**config.mk**
```make
export PLATFORM = sky130hd
export DESIGN_NAME = pc_request_unit
export DESIGN_NICKNAME = d
export VERILOG_FILES = /design/src/rtl/pc_request_unit.sv
export SDC_FILE = /design/constraint.sdc
export NUM_CORES = 1
export LEC_CHECK = 0
export ABC_AREA = 1
export CELL_PAD_IN_SITES_DETAIL_PLACEMENT = 0
export CELL_PAD_IN_SITES_GLOBAL_PLACEMENT = 1
export CORE_AREA = 4 4 107 186
export DETAILED_ROUTE_END_ITERATION = 7
export DIE_AREA = 0 0 111 190
export PLACE_DENSITY = 0.93
export REMOVE_ABC_BUFFERS = 1
export SYNTH_ARGS = -nofsm -noshare
export SYNTH_HDL_FRONTEND = slang
export SYNTH_SLANG_ARGS = --single-unit
```
**constraint.sdc**
```tcl
create_clock -name CLK -period 5.9 [get_ports CLK]
set_clock_uncertainty 0.1 [all_clocks]
set_input_delay 1.18 -clock CLK [delete_from_list [all_inputs] [get_ports CLK]]
set_output_delay 1.18 -clock CLK [all_outputs]
set_load 0.005 [all_outputs]
```
**src/rtl/pc_request_unit.sv**
```systemverilog
// Program counter and instruction/data memory request sequencer.
// The PC advances only after an instruction fully completes: on ihit for
// non-memory instructions, or on dhit for loads and stores.
//
// state  | meaning
// -------+------------------------------------------------------------
// FETCH  | instruction read requested, waiting for ihit
// DATA   | data read/write requested, waiting for dhit; npc_q holds the
//        | next PC captured at ihit
// HALTED | HALT retired; all requests off, PC frozen until nRST
module pc_request_unit #(
  parameter logic [31:0] PC_RESET = 32'h0000_0000
) (
  input  logic        CLK,
  input  logic        nRST,
  input  logic        ihit,
  input  logic        dhit,
  input  logic        MemRead,
  input  logic        MemWrite,
  input  logic        halt_in,
  input  logic [1:0]  PC_src,
  input  logic [31:0] branch_off,
  input  logic [25:0] jump_addr,
  input  logic [31:0] reg_target,
  output logic [31:0] imemaddr,
  output logic [31:0] pc_plus4,
  output logic        imemREN,
  output logic        dmemREN,
  output logic        dmemWEN,
  output logic        pc_en,
  output logic        halt
);

  typedef enum logic [1:0] {FETCH, DATA, HALTED} state_t;

  state_t      state, state_nxt;
  logic [31:0] pc, pc_nxt;
  logic [31:0] npc_q, npc_nxt;
  logic        rd_q, rd_nxt;
  logic        wr_q, wr_nxt;
  logic        pc_en_q, pc_en_nxt;
  logic [31:0] next_pc;

  assign pc_plus4 = pc + 32'd4;
  assign imemaddr = pc;
  assign pc_en    = pc_en_q;

  // Next-PC selection; jr targets pass through without alignment fix-up.
  always_comb begin
    next_pc = pc_plus4;
    case (PC_src)
      2'b00: next_pc = pc_plus4;
      2'b01: next_pc = pc_plus4 + (branch_off << 2);
      2'b10: next_pc = {pc_plus4[31:28], jump_addr, 2'b00};
      2'b11: next_pc = reg_target;
      default: next_pc = pc_plus4;
    endcase
  end

  // State, PC and captured request registers; reset aborts any data request.
  always_ff @(posedge CLK or negedge nRST) begin
    if (!nRST) begin
      state   <= FETCH;
      pc      <= PC_RESET;
      npc_q   <= 32'h0;
      rd_q    <= 1'b0;
      wr_q    <= 1'b0;
      pc_en_q <= 1'b0;
    end else begin
      state   <= state_nxt;
      pc      <= pc_nxt;
      npc_q   <= npc_nxt;
      rd_q    <= rd_nxt;
      wr_q    <= wr_nxt;
      pc_en_q <= pc_en_nxt;
    end
  end

  // Next-state logic; halt_in wins over a memory op in the same instruction.
  always_comb begin
    state_nxt = state;
    pc_nxt    = pc;
    npc_nxt   = npc_q;
    rd_nxt    = rd_q;
    wr_nxt    = wr_q;
    pc_en_nxt = 1'b0;
    case (state)
      FETCH: begin
        if (ihit) begin
          if (halt_in) begin
            state_nxt = HALTED;
          end else if (MemRead || MemWrite) begin
            npc_nxt   = next_pc;
            rd_nxt    = MemRead;
            wr_nxt    = MemWrite;
            state_nxt = DATA;
          end else begin
            pc_nxt    = next_pc;
            pc_en_nxt = 1'b1;
          end
        end
      end
      DATA: begin
        if (dhit) begin
          pc_nxt    = npc_q;
          pc_en_nxt = 1'b1;
          state_nxt = FETCH;
        end
      end
      HALTED: begin
        state_nxt = HALTED;
      end
      default: state_nxt = FETCH;
    endcase
  end

  // Memory request outputs decoded from state; a store wins over a load.
  always_comb begin
    imemREN = 1'b0;
    dmemREN = 1'b0;
    dmemWEN = 1'b0;
    halt    = 1'b0;
    case (state)
      FETCH:  imemREN = 1'b1;
      DATA: begin
        dmemWEN = wr_q;
        dmemREN = rd_q & ~wr_q;
      end
      HALTED: halt = 1'b1;
      default: imemREN = 1'b1;
    endcase
  end

endmodule

```
### After elaboration in Yosys (flattened, before gate mapping)

Index checks and enable logic that the tools add are counted.

| word-level totals | value |
|---|---|
| logic and storage cells | 49 |
| bits of input ports | 99 |
| output and inout port bits | 69 |
| register bits after elaboration | 69 |

| operators by class | value |
|---|---|
| reductions and logical operators | 8 |
| $add $sub $neg | 2 |
| multiplexer cells | 20 |
| bitwise logic cells | 3 |
| equal/unequal tests | 10 |

Operators with widths:

| cell | count |
|---|---|
| $mux 32 | 4 |
| $pmux 32 s4 | 1 |
| $pmux 32 s2 | 1 |
| $add 32x3->32 const B | 1 |
| $add 32x32->32 | 1 |
| $mux 1 | 8 |
| $mux 2 | 4 |
| $ne 2x2->1 const B | 4 |
| $eq 2x2->1 const B | 3 |
| $pmux 2 s3 | 1 |
| $reduce_and 5->1 | 1 |
| $eq 2x1->1 const B | 2 |
| $logic_not 2->1 | 2 |
| $reduce_and 4->1 | 1 |
| $ne 3x3->1 const B | 1 |
| $reduce_and 3->1 | 1 |
| $not 1->1 | 2 |
| $pmux 1 s2 | 1 |
| $reduce_bool 2->1 | 1 |
| $reduce_or 2->1 | 1 |
| $and 1x1->1 | 1 |
| $logic_or 1x1->1 | 1 |

### Logic depth before layout (Yosys ltp)

Gate-level depths: netlist of run 1.

| depth | value |
|---|---|
| depth in word-level cells | 7 |
| gate-level depth with buffers | 23 |
| gate-level depth less buffers | 23 |

### Worst setup path after synthesis of run 1

OpenSTA, ideal clock, no wires.

| timing | value |
|---|---|
| path type | input-to-reg |
| start point | in branch_off[0] |
| end point | reg pc[24], in the netlist imemaddr[24] |
| data required time | 5.680 ns |
| path slack | 3.036 ns |
| library setup time | 0.120 ns |
| arrival time | 2.644 ns |
| path buffers | 0 |
| stages | 13 |
| path through | ha_1 -> inv_1 -> fa_1 -> o21ai_2 -> nand2_1 -> nand2_1 -> nand3_1 -> nand3_1 -> nand2_1 -> nand3_1 -> nand3_1 -> o21ai_1 -> nand2_1 |

| on the way | value |
|---|---|
| word-level cells in the longest chain between the ends | 6 |

Ends and longest elaborated chain:

| item | line | text |
|---|---|---|
| start: declaration | 22 | `input logic [31:0] branch_off,` |
| $add 32x32->32 | 53 | `2'b01: next_pc = pc_plus4 + (branch_off << 2);` |
| $pmux 32 s4 | 51 | `case (PC_src)` |
| $mux 32 | 92 | `end else if (MemRead \|\| MemWrite) begin` |
| $mux 32 | 90 | `if (halt_in) begin` |
| $mux 32 | 89 | `if (ihit) begin` |
| $pmux 32 s2 | 87 | `case (state)` |
| end signal: assignment | 71 | `pc <= pc_nxt;` |
| end: declaration | 37 | `logic [31:0] pc, pc_nxt;` |

No other way between the ends. The select of a mux whose other input is x is not followed.
A chain may end at the register's enable or synchronous reset.

### Worst setup path in the final report of run 1

| timing | value |
|---|---|
| start point | reg pc[2], in the netlist imemaddr[2] |
| end point | out pc_plus4[22] |

| on the way | value |
|---|---|
| word-level cells in the longest chain between the ends | 1 |

Ends and longest elaborated chain:

| item | line | text |
|---|---|---|
| $add 32x3->32 | 44 | `assign pc_plus4 = pc + 32'd4;` |
| end: declaration | 26 | `output logic [31:0] pc_plus4,` |

No other way between the ends.

==> results of run 1 <==
## power breakdown
part	internal, uW	switching, uW	leakage [uW]	total (uW)
clock network	381	231	0.000158	612
registers	698	225	0.000864	923
logic	1110	1630	0.00322	2740
total	2190	2080	0.00424	4280
## registers in the layout (all words and copies together) (netlist names)
| name | count |
|---|---|
| wr_q | 1 |
| pc_en | 1 |
| imemaddr | 32 |
| rd_q | 1 |
| npc_q | 32 |
| state | 2 |
## cell usage in the layout (no fill, tap or decap), types with 27 or more instances in the layout
cell	netlist	routed
nor2_1	83	81
a21oi_1	58	58
clkdlybuf4s50_1	0	164
o21ai_1	27	27
nand3_1	66	66
dfrtp_1	69	69
inv_1	136	136
o21ai_0	41	41
nand2_1	347	347
ha_1	37	37
## cells in the mapped netlist, types with 2 or more instances
master	instances	area [um2]
clkinv_1	2	7.51
or2_2	5	31.3
and2_1	3	18.8
xor2_1	14	123
nor2_2	7	43.8
xnor2_1	3	26.3
buf_2	16	80.1
inv_1	136	510
a22o_1	18	158
dfrtp_1	69	1730
nand3_2	2	20.0
nand3_1	66	330
o22ai_1	10	62.6
o21ai_0	41	205
o21ai_2	4	35.0
nand2_1	347	1300
or2_0	2	12.5
inv_2	19	71.3
nand3b_1	9	67.6
buf_4	3	22.5
o21bai_1	8	60.1
a32o_1	2	20.0
nor2_1	83	312
o21ai_1	27	135
a221oi_1	2	17.5
o211ai_1	3	22.5
a41oi_1	2	17.5
nor2_4	4	45.0
nand4_1	25	156
a21oi_1	58	290
clkbuf_1	12	45.0
nand2_2	9	56.3
nor3_1	9	45.0
ha_1	37	463
nor3_2	5	50.1
## metrics by stage
| stage | utilization, % | instances |
|---|---|---|
| after floorplan | - | 1043 |
| final | 48.3 | 1467 |
| after global routing | 48.3 | 1467 |
| after CTS | 48.3 | 1467 |
| after global placement | 46.5 | 1451 |
| after detailed placement | 46.5 | 1451 |
## cells by family after synthesis
kind of cell,after synthesis,share of synthesized area [%]
XOR/XNOR,18,2.46
AO/OA/AOI/OAI,180,15.8
buffers and inverters,188,11.0
flip-flops,69,25.7
AND/OR/NAND/NOR,581,37.9
adder cells (fa/ha/maj),38,7.19
## final cells by class
cell class	instances	area [um2]
inverter	157	589
timing repair buffer	170	1680
tap	238	298
fill	1957	9520
sequential	69	1730
clock buffer	10	239
clock inverter	6	86.3
multi-input combinational	817	4270
## routing by layer
metal | up-vias | wire length (um) | GRT usage [%]
met5 | - | 0 | 0
met3 | 57 | 984 | 2.64
met4 | 0 | 1090 | 10.1
li1 | 3779 | - | -
met1 | 3521 | 10200 | 27.3
met2 | 199 | 13900 | 46.6
## worst max-delay path: cells and delay by family (launching register included)
family                   cells  cell delay, ns
adder cells (fa/ha/maj)      1            0.21
AND/OR/NAND/NOR              5            1.01
flip-flops                   1            0.45
buffers and inverters        3            0.77
## worst paths after layout
kind,depth (start not counted),start,slack [ns],end
worst min-delay path,2,npc_q[0]$_DFFE_PN0P_,0.37,npc_q[0]$_DFFE_PN0P_
worst min register to register,2,npc_q[0]$_DFFE_PN0P_,0.37,npc_q[0]$_DFFE_PN0P_
worst max-delay path,9,imemaddr[2]$_DFFE_PN0P_,1.84,pc_plus4[22]
max in group asynchronous,2,nRST,3.98,npc_q[3]$_DFFE_PN0P_
min in group asynchronous,1,nRST,0.62,imemaddr[30]$_DFFE_PN0P_
worst max register to register,20,imemaddr[2]$_DFFE_PN0P_,2.13,imemaddr[30]$_DFFE_PN0P_
==> impl_metrics.ini, run 1 <==
[synth]
synthCells = 1074
synth_ff_type = dfrtp_1
synth_edf_count = 0
yosysWarnings = 0
yosysUniqueCellTypes = 47
synth_area_um2 = 6720
syn_area_per_cell_um2 = 6.26
synth-seq-cells = 69
synth_seq_area_share_pct = 25.7
synthArstFlopShare_pct = 100

[sta]
min_period_ns = 4.06
fmax_ghz = 0.246
fin_hold_ws_ns = 0.372
slew_headroom_pct = 26.4
fin_ws_ns = 1.84
finalSetupTns_ns = 0
fin_crit_sh_pct = 68.8
rsz0062_at_grt = no
setup-violations-final = 0
worst_pin_slew_ns = 1.10
drv_slew = 0
hold_violations = 0

[die]
core-area_um2 = 18400
pin_count = 168
num_rows = 66
die_h_um = 190
start_util_pct = 36.5
die_w_um = 111
dieArea_um2 = 21100

[clock_network]
clk_path_buf_depth = 2
cts_sinks = 69
postCtsHoldBufs = 0
clk_latency_ns = 0.35
clk_pin_slew_ns = 0.06
htreeDepth = 3
root_buffer = clkbuf_16
cts_buffers = 9
cts_tree = yes
ctsResizeCount = 0
cts_setup_buffers = 0

[global_routing]
grt_pass1_wl_um = 40400
grt_max_degree = 60
overflow = 0
grt_antenna_before_repair = 0
track_usage_pct = 24.5
grt_pass1_vias = 7462

[finish]
design_area_um2 = 8890
area_growth_pct = 32.4
n_antenna_cell = 0
drive_gt1_share_pct = 6.75
nets = 1361

[setup_path]
cpMaxStageDelayCell = clkdlybuf4s50_1
crit_required_ns = 4.62
crit_arrival_ns = 2.78
slowest_delay_ns = 0.52
cp_cell_sequence = ha_1, nand2_1, nor2_1, inv_1, nor3_1, or2_2, nand2_1, inv_1, clkdlybuf4s50_1
worstSetupPathType = reg -> out
critPathLaunchType = register
endpoint_kind = output pin
critical_path.max_fanout = 4

[power]
peakVddDrop_uv = 309
leakage_uw = 0.00424
p_total_uw = 4280
power_density_nw_per_um2 = 481

[placed_design]
place_area_um2 = 8570
port_buffers = 165
gp_congestion = 0.934
place_hpwl_um = 21100
dp_slack_ns = 2.10

[route]
routed_wl_um = 26200
drc = 0
first_pass_iters = 6
drt-initial-drc-count = 413
vias = 7556
ant_nets = 0
routedWlPerCell_um = 17.8
viasPerCell = 5.15

[worst_hold_path]
hold_path.class = reg -> reg

[run_status]
status = finished, final reports clean

[flow_run]
drv_cap = 0
No activity file was read; power rests on OpenSTA's default activity.
==> run 2: changes to the inputs <==
--- a/config.mk
+++ b/config.mk
@@ -8,10 +8,10 @@
 export ABC_AREA = 1
 export CELL_PAD_IN_SITES_DETAIL_PLACEMENT = 0
 export CELL_PAD_IN_SITES_GLOBAL_PLACEMENT = 1
-export CORE_AREA = 4 4 107 186
+export CORE_AREA = 4 4 110 191
 export DETAILED_ROUTE_END_ITERATION = 7
-export DIE_AREA = 0 0 111 190
-export PLACE_DENSITY = 0.93
+export DIE_AREA = 0 0 114 195
+export PLACE_DENSITY = 0.89
 export REMOVE_ABC_BUFFERS = 1
 export SYNTH_ARGS = -nofsm -noshare
 export SYNTH_HDL_FRONTEND = slang
==> constraint.sdc (replaced) <==
create_clock -name CLK -period 4.2 [get_ports CLK]
set_clock_uncertainty 0.1 [all_clocks]
set_input_delay 0.84 -clock CLK [delete_from_list [all_inputs] [get_ports CLK]]
set_output_delay 0.84 -clock CLK [all_outputs]
set_load 0.005 [all_outputs]
==> impl_metrics.ini, run 2 (synthesized netlist as in run 1, its figures left out) <==
[run_status]
status = finished, final reports clean

[sta]
fin_crit_sh_pct = 88.9
hold_violations = 0
rsz0062_at_grt = no
worst_pin_slew_ns = 0.952
min_period_ns = 3.73
fmax_ghz = 0.268
setup-violations-final = 0
drv_slew = 0
finalSetupTns_ns = 0
slew_headroom_pct = 36.5

[clock_network]
postCtsHoldBufs = 0
htreeDepth = 3
cts_sinks = 69
cts_tree = yes
ctsResizeCount = 0
clk_pin_slew_ns = 0.06
clk_path_buf_depth = 2
cts_setup_buffers = 0
root_buffer = clkbuf_16
clk_latency_ns = 0.34
cts_buffers = 9

[setup_path]
endpoint_kind = register
reg2reg_depth = 19
worstSetupPathType = reg -> reg
critPathLaunchType = register
reg2reg_setup_slack_ns = 0.47
reg2reg_from = imemaddr[2]$_DFFE_PN0P_
crit_arrival_ns = 3.86
critical_path.max_fanout = 5
worstReg2RegEnd = imemaddr[21]$_DFFE_PN0P_
crit_required_ns = 4.32

[die]
dieArea_um2 = 22200
start_util_pct = 34.3
die_h_um = 195
die_w_um = 114
num_rows = 68
core-area_um2 = 19600
pin_count = 168

[global_routing]
grt_antenna_before_repair = 0
track_usage_pct = 23.8
grt_max_degree = 41
grt_pass1_wl_um = 41000
overflow = 0
grt_pass1_vias = 7575

[route]
routed_wl_um = 26500
drt-initial-drc-count = 339
ant_nets = 0
first_pass_iters = 6
routedWlPerCell_um = 17.9
drc = 0
vias = 7531
viasPerCell = 5.10

[power]
p_total_uw = 6030
power_density_nw_per_um2 = 676
peakVddDrop_uv = 464
leakage_uw = 0.00427

[finish]
nets = 1365
fin_cells = 1478
final_cell_mix = 347 x nand2_1, 164 x clkdlybuf4s50_1, 136 x inv_1
final_util_pct = 45.6
n_antenna_cell = 0
area_growth_pct = 32.9
drive_gt1_share_pct = 6.97
final_common_cell = nand2_1

[worst_hold_path]
hold_path.class = reg -> reg
hp-start = npc_q[1]$_DFFE_PN0P_
whs_endpoint = npc_q[1]$_DFFE_PN0P_
hold_depth = 2

[placed_design]
port_buffers = 165
place_hpwl_um = 21600
gp_congestion = 0.947
numPlacedInstances = 1462

[flow_run]
drv_cap = 0
==> run 2: per-stage QoR <==
stage / instance area [um2] / worst slack, ns / hold WS (ns)
2_1_floorplan: 6570 / 0.693 / 0.337
4_1_cts: 8930 / 0.555 / 0.375
5_1_grt: 8930 / 0.191 / 0.392
3_3_place_gp: 8600 / 0.590 / 0.348
6_report: 8930 / 0.467 / 0.371
3_5_place_dp: 8600 / 0.568 / 0.362
==> run 2: layer usage <==
metal | up-vias | GRT usage [%] | part of all wire (%)
met4 | 0 | 10.3 | 4.2
li1 | 3793 | - | -
met1 | 3504 | 27.1 | 39
met5 | - | 0 | 0
met2 | 180 | 43.7 | 53
met3 | 54 | 3.01 | 3.4
==> run 2: where the power goes <==
group | switching (uW) | internal (uW) | total, uW
sequential | 320 | 981 | 1300
clock | 299 | 551 | 850
combinational | 2310 | 1580 | 3880
total | 2930 | 3110 | 6030
==> run 2: final cells by class <==
class | count | area [um2]
tap | 245 | 307
inverter | 157 | 589
fill | 2076 | 10600
clock buffer | 12 | 256
sequential | 69 | 1730
clock inverter | 4 | 70.1
multi-input combinational | 817 | 4270
timing repair buffer | 174 | 1710
==> run 2: worst max-delay path, stage by stage, from the launching register on <==
cell and delay, ns:
dfrtp_1 0.42, ha_1 0.19, nand2_1 0.10, nor2_1 0.20
inv_1 0.14, nor2_1 0.38, xnor2_1 0.17, clkinv_1 0.17
ha_1 0.38, nand2_1 0.14, nor2_1 0.24, inv_1 0.08
nor2_1 0.15, nand4_1 0.13, nand3_1 0.11, nand2_1 0.05
nand3_1 0.17, nand3_1 0.12, nor2_1 0.11, o21ai_1 0.06
==> run 2: worst max-delay path by stage <==
stage | startpoint | to | slack, ns | cells after the start
2_1_floorplan | halt_in | npc_q[2]$_DFFE_PN0P_ | 0.69 | 6
3_3_place_gp | imemaddr[3]$_DFFE_PN0P_ | imemaddr[21]$_DFFE_PN0P_ | 0.59 | 19
3_5_place_dp | imemaddr[2]$_DFFE_PN0P_ | npc_q[25]$_DFFE_PN0P_ | 0.57 | 21
4_1_cts | imemaddr[2]$_DFFE_PN0P_ | npc_q[25]$_DFFE_PN0P_ | 0.56 | 21
5_1_grt | imemaddr[3]$_DFFE_PN0P_ | imemaddr[21]$_DFFE_PN0P_ | 0.19 | 19
6_report | imemaddr[2]$_DFFE_PN0P_ | imemaddr[21]$_DFFE_PN0P_ | 0.47 | 19
